[config.mk]
export PLATFORM = sky130hd
export DESIGN_NAME = ram_fifo_ctrl
export DESIGN_NICKNAME = d
export VERILOG_FILES = /design/src/rtl/ram_fifo_ctrl.sv
export SDC_FILE = /design/constraint.sdc
export NUM_CORES = 1
export LEC_CHECK = 0
export BUFFER_PORTS_ARGS = -buffer_cell sky130_fd_sc_hd__clkbuf_2
export CAP_MARGIN = 0
export CORE_UTILIZATION = 48
export DETAILED_ROUTE_END_ITERATION = 7
export PLACE_DENSITY = 0.83
export SLEW_MARGIN = 30
export SYNTH_ARGS = -nofsm -noshare
export SYNTH_HDL_FRONTEND = slang
export SYNTH_SLANG_ARGS = --single-unit
[constraint.sdc]
create_clock -name clk -period 5.6 [get_ports clk]
set_input_delay 0.28 -clock clk [delete_from_list [all_inputs] [get_ports clk]]
set_output_delay 0.28 -clock clk [all_outputs]
set_load 0.005 [all_outputs]
[src/rtl/ram_fifo_ctrl.sv]
// FIFO controller in front of a single-port RAM4x8 macro, with a one-word prefetch output register.
// Optional occupancy output `level` is built when RAM_FIFO_CTRL_LEVEL_EN is defined.
module ram_fifo_ctrl #(
  parameter int DATA_W = 8,
  parameter int ADDR_W = 2,
  parameter int DEPTH  = 4
) (
  input  logic              clk,
  input  logic              rst,
  input  logic [DATA_W-1:0] in_data,
  input  logic              in_valid,
  output logic              in_ready,
  output logic [DATA_W-1:0] out_data,
  output logic              out_valid,
  input  logic              out_ready,
  output logic [ADDR_W-1:0] ram_addr,
  output logic              ram_we,
  output logic [DATA_W-1:0] ram_d,
  input  logic [DATA_W-1:0] ram_q
`ifdef RAM_FIFO_CTRL_LEVEL_EN
  ,
  output logic [ADDR_W:0]   level
`endif
);

  localparam logic [ADDR_W:0]   FULL_CNT = (ADDR_W+1)'(DEPTH);
  localparam logic [ADDR_W:0]   CNT_ONE  = (ADDR_W+1)'(1);
  localparam logic [ADDR_W-1:0] PTR_ONE  = ADDR_W'(1);

  logic [ADDR_W-1:0] wptr;
  logic [ADDR_W-1:0] rptr;
  logic [ADDR_W:0]   count;
  logic              rd_pend;
  logic              rd_issue;
  logic              wr_en;

  // RAM port arbitration: a read issue wins over a write, a capture cycle blocks both
  always_comb begin
    rd_issue = !rd_pend && (count != '0) && (!out_valid || out_ready);
    in_ready = !rst && !rd_pend && !rd_issue && (count != FULL_CNT);
    wr_en    = in_valid && in_ready;
    ram_we   = wr_en;
    ram_d    = in_data;
    if (rd_pend) begin
      ram_addr = rptr - PTR_ONE;
    end else if (rd_issue) begin
      ram_addr = rptr;
    end else begin
      ram_addr = wptr;
    end
  end

  // Pointers, occupancy, read pipeline flag and the prefetch output register
  always_ff @(posedge clk or posedge rst) begin
    if (rst) begin
      wptr      <= '0;
      rptr      <= '0;
      count     <= '0;
      rd_pend   <= 1'b0;
      out_valid <= 1'b0;
      out_data  <= '0;
    end else begin
      if (rd_issue) begin
        rptr  <= rptr + PTR_ONE;
        count <= count - CNT_ONE;
      end else if (wr_en) begin
        wptr  <= wptr + PTR_ONE;
        count <= count + CNT_ONE;
      end
      rd_pend <= rd_issue;
      // A capture only happens while out_valid is low, so it never collides with a handshake
      if (rd_pend) begin
        out_data  <= ram_q;
        out_valid <= 1'b1;
      end else if (out_valid && out_ready) begin
        out_valid <= 1'b0;
      end
    end
  end

`ifdef RAM_FIFO_CTRL_LEVEL_EN
  localparam logic [ADDR_W:0] LVL_MAX = (ADDR_W+1)'(DEPTH + 1);
  logic [ADDR_W+1:0] level_sum;

  // Words held anywhere in the controller: RAM, in-flight read, output register
  always_comb begin
    level_sum = {1'b0, count} + (ADDR_W+2)'(rd_pend) + (ADDR_W+2)'(out_valid);
    if (rst) begin
      level = '0;
    end else if (level_sum > {1'b0, LVL_MAX}) begin
      level = LVL_MAX;
    end else begin
      level = level_sum[ADDR_W:0];
    end
  end
`endif

endmodule

==> flow_summary.yaml <==
power_and_ir_drop:
  p_int_mw: 0.383
  power_mw: 0.616
  peakVddDrop_mv: 0.331
  power_density_nw_per_um2: 616
  seqPwrFrac_pct: 42.0
  p_switching_mw: 0.233
  leakagePower_nw: 0.466
  swShare_pct: 37.9
  clock_power_share_pct: 10.5
  pwr-share-comb_pct: 47.5
timing:
  setup_tns_ns: 0
  rsz0062_at_grt: "no"
  fmax_mhz: 444
  period_needed_ns: 2.25
  drv_slew: 0
  worst_slew_pin_slew_ns: 0.674
  maxSlewHeadroom_pct: 55.1
  report.final.setup_viol: 0
  skew_ns: 0.00181
  hold_viol: 0
  finalCritPeriodShare_pct: 40.2
logic_synthesis:
  async_flop_share_pct: 100
  synth_nets: 96
  synth_cells: 75
  yosys-top-cells-count: "dfrtp_1, buf_4, mux2_2"
  yosysTopAreaCell: "dfrtp_1"
  syn-cell-area_um2: 892
  synthTopCellsByArea: "dfrtp_1, mux2_2, buf_4, xor2_1, xnor2_1"
  synthMostInstantiatedCell: "dfrtp_1"
  synth_top_area_share_pct: 47.7
  ys_seq_area_share_pct: 47.7
  synth_ff_type: "dfrtp_1"
  synth-edff-count: 0
  ys_seq_elements: 17
  yosysUniqueCellTypes: 30
  synth_area_per_cell_um2: 11.9
  yosys_warnings: 0
final_layout:
  fillers: 155
  regArea_um2: 425
  diodes: 0
  multi_input_area_um2: 382
  area_growth_pct: 12.2
  drive_gt1_share_pct: 46.2
  nets: 115
floorplan:
  die_h_um: 45.1
  initial_core_util_pct: 51.7
  row_count: 15
  die_w_um: 45.1
  die-area_um2: 2030
  core_um2: 1730
  io_pins: 41
run:
  cap_violations: 0
critical_path:
  crit_slowest_cell: "dfrtp_1"
  r2r_cells: 6
  critical_path.cell_chain: "nor3_4, xor2_1, ha_1, or4_1, o211ai_1, o21ai_1"
  crit_family: "simple AND/OR/NAND/NOR gates"
  cp.arrival_ns: 2.43
  critPathBufInv: 0
  cp-start-kind: "flop"
  r2r_start: "rd_pend$_DFF_PP0_"
  worst-setup-path-type: "reg2reg"
  endpoint_kind: "flop"
  crit_fanout: 19
  r2r_end: "count[2]$_DFFE_PP0P_"
  slowest_delay_ns: 0.64
  required_ns: 5.78
  r2r_slack_ns: 3.35
global_route:
  first_global_vias: 518
  grt_util_all_layers_pct: 15.9
  antenna_found_initial: 0
  grt_max_degree: 20
  grt_pass1_wl_um: 2280
  grt_overflow: 0
min_path:
  hp-class: "in2async"
cts:
  ctsHtreeMaxLevel: 1
  cts_hold_buf: 0
  cts.clk_slew.worst_paths_ns: 0.10
  cts_resized: 0
  cts_tree: "yes"
  cts_buffers: 3
  cts_buffer_depth: 2
  cts_sinks: 17
  cts_root_buf: "clkbuf_4"
  clock_latency_ns: 0.29
  postCtsSetupBuffers: 0
placement:
  place_hpwl_um: 1090
  numPortBuffers: 24
  gp_congestion: 0.782
routing:
  dr.first_iter.drc_count: 2
  vias: 592
  viasPerCell: 5.02
  wl_per_cell_um: 12.0
  dr.pass1.iters: 4
  drt_wl_total_um: 1420
  drc_errors: 0
  ant_nets: 0
outcome:
  outcome: "complete, no violations"
-- worst reg2reg max path: cells and delay by family, from the launching register on --
family	cells	cell delay, ns
compound gates	2	0.18
xor+xnor	1	0.13
fa+ha+maj	1	0.25
flops	1	0.64
simple gates	2	0.95
-- registers in the layout, summed over array words and instances, names as in the netlist --
signal     cells
count          3
rptr           2
rd_pend        1
out_data       8
wptr           2
out_valid      1
-- area by class of cell --
class                   count  share of cell area, %
well taps                  25                   3.13
flip-flops and latches     17                   42.5
repair buffers             24                   12.0
clock inverters             1                  0.500
clock buffers               3                   2.25
inverters                   4                   1.50
multi-input cells          44                   38.1
-- layer usage --
metal / wire length [um] / track usage (%) / vias to the layer above
met2: 649 / 22.0 / 16
met5: 0 / 0 / -
met1: 642 / 22.4 / 281
met3: 88 / 2.80 / 5
met4: 36 / 11.5 / 0
li1: - / - / 290
-- cell usage in the layout, fill, tap and decap left out, types with 3 or more instances in the layout --
cell,n
dfrtp_1,17
nor2_1,3
clkbuf_2,24
mux2_2,8
clkbuf_4,3
xnor2_1,3
xor2_1,4
inv_1,4
-- per-stage QoR --
step | instances | area [um^2] | util, % | setup slack (ns) | hold slack (ns)
detailed placement | 114 | 973 | 56.4 | 3.37 | 0.414
floorplan | 75 | 892 | - | 3.63 | 0.206
finish | 118 | 1000 | 58.0 | 3.35 | 0.0616
global placement | 114 | 973 | 56.4 | 3.47 | 0.401
CTS | 118 | 1000 | 58.0 | 3.34 | 0.0898
global route | 118 | 1000 | 58.0 | 3.19 | 0.151
-- how the worst max path moves through the flow --
stage                                from                    to  slack [ns]  depth (start not counted)
floorplan           out_valid$_DFFE_PP0P_  count[2]$_DFFE_PP0P_        3.63                          7
global placement        rd_pend$_DFF_PP0_  count[2]$_DFFE_PP0P_        3.47                          6
detailed placement      rd_pend$_DFF_PP0_  count[2]$_DFFE_PP0P_        3.37                          6
CTS                     rd_pend$_DFF_PP0_  count[2]$_DFFE_PP0P_        3.34                          6
global route            rd_pend$_DFF_PP0_  count[2]$_DFFE_PP0P_        3.19                          6
finish                  rd_pend$_DFF_PP0_  count[2]$_DFFE_PP0P_        3.35                          6
-- cell families (layout without fill, tap and decap cells) --
| kind of cell | Yosys count | after routing | synth area share, % |
|---|---|---|---|
| AOI/OAI and AO/OA | 10 | 10 | 8.27 |
| xor gates and xnor gates | 7 | 7 | 6.87 |
| adders and majority gates | 1 | 1 | 1.40 |
| buffers and inverters | 14 | 32 | 9.54 |
| DFF | 17 | 17 | 47.7 |
| muxes | 9 | 9 | 11.8 |
| and+or+nand+nor | 17 | 17 | 14.4 |
-- power groups by stage --
stage | sequential, mW | clock (mW) | combinational, mW
2_1_floorplan | 0.236 | 0 | 0.234
3_3_place_gp | 0.257 | 0 | 0.287
3_5_place_dp | 0.262 | 0 | 0.295
4_1_cts | 0.260 | 0.0671 | 0.296
5_1_grt | 0.270 | 0.0710 | 0.327
6_report | 0.259 | 0.0647 | 0.293
Note: power is estimated with default switching activity, not from simulation.
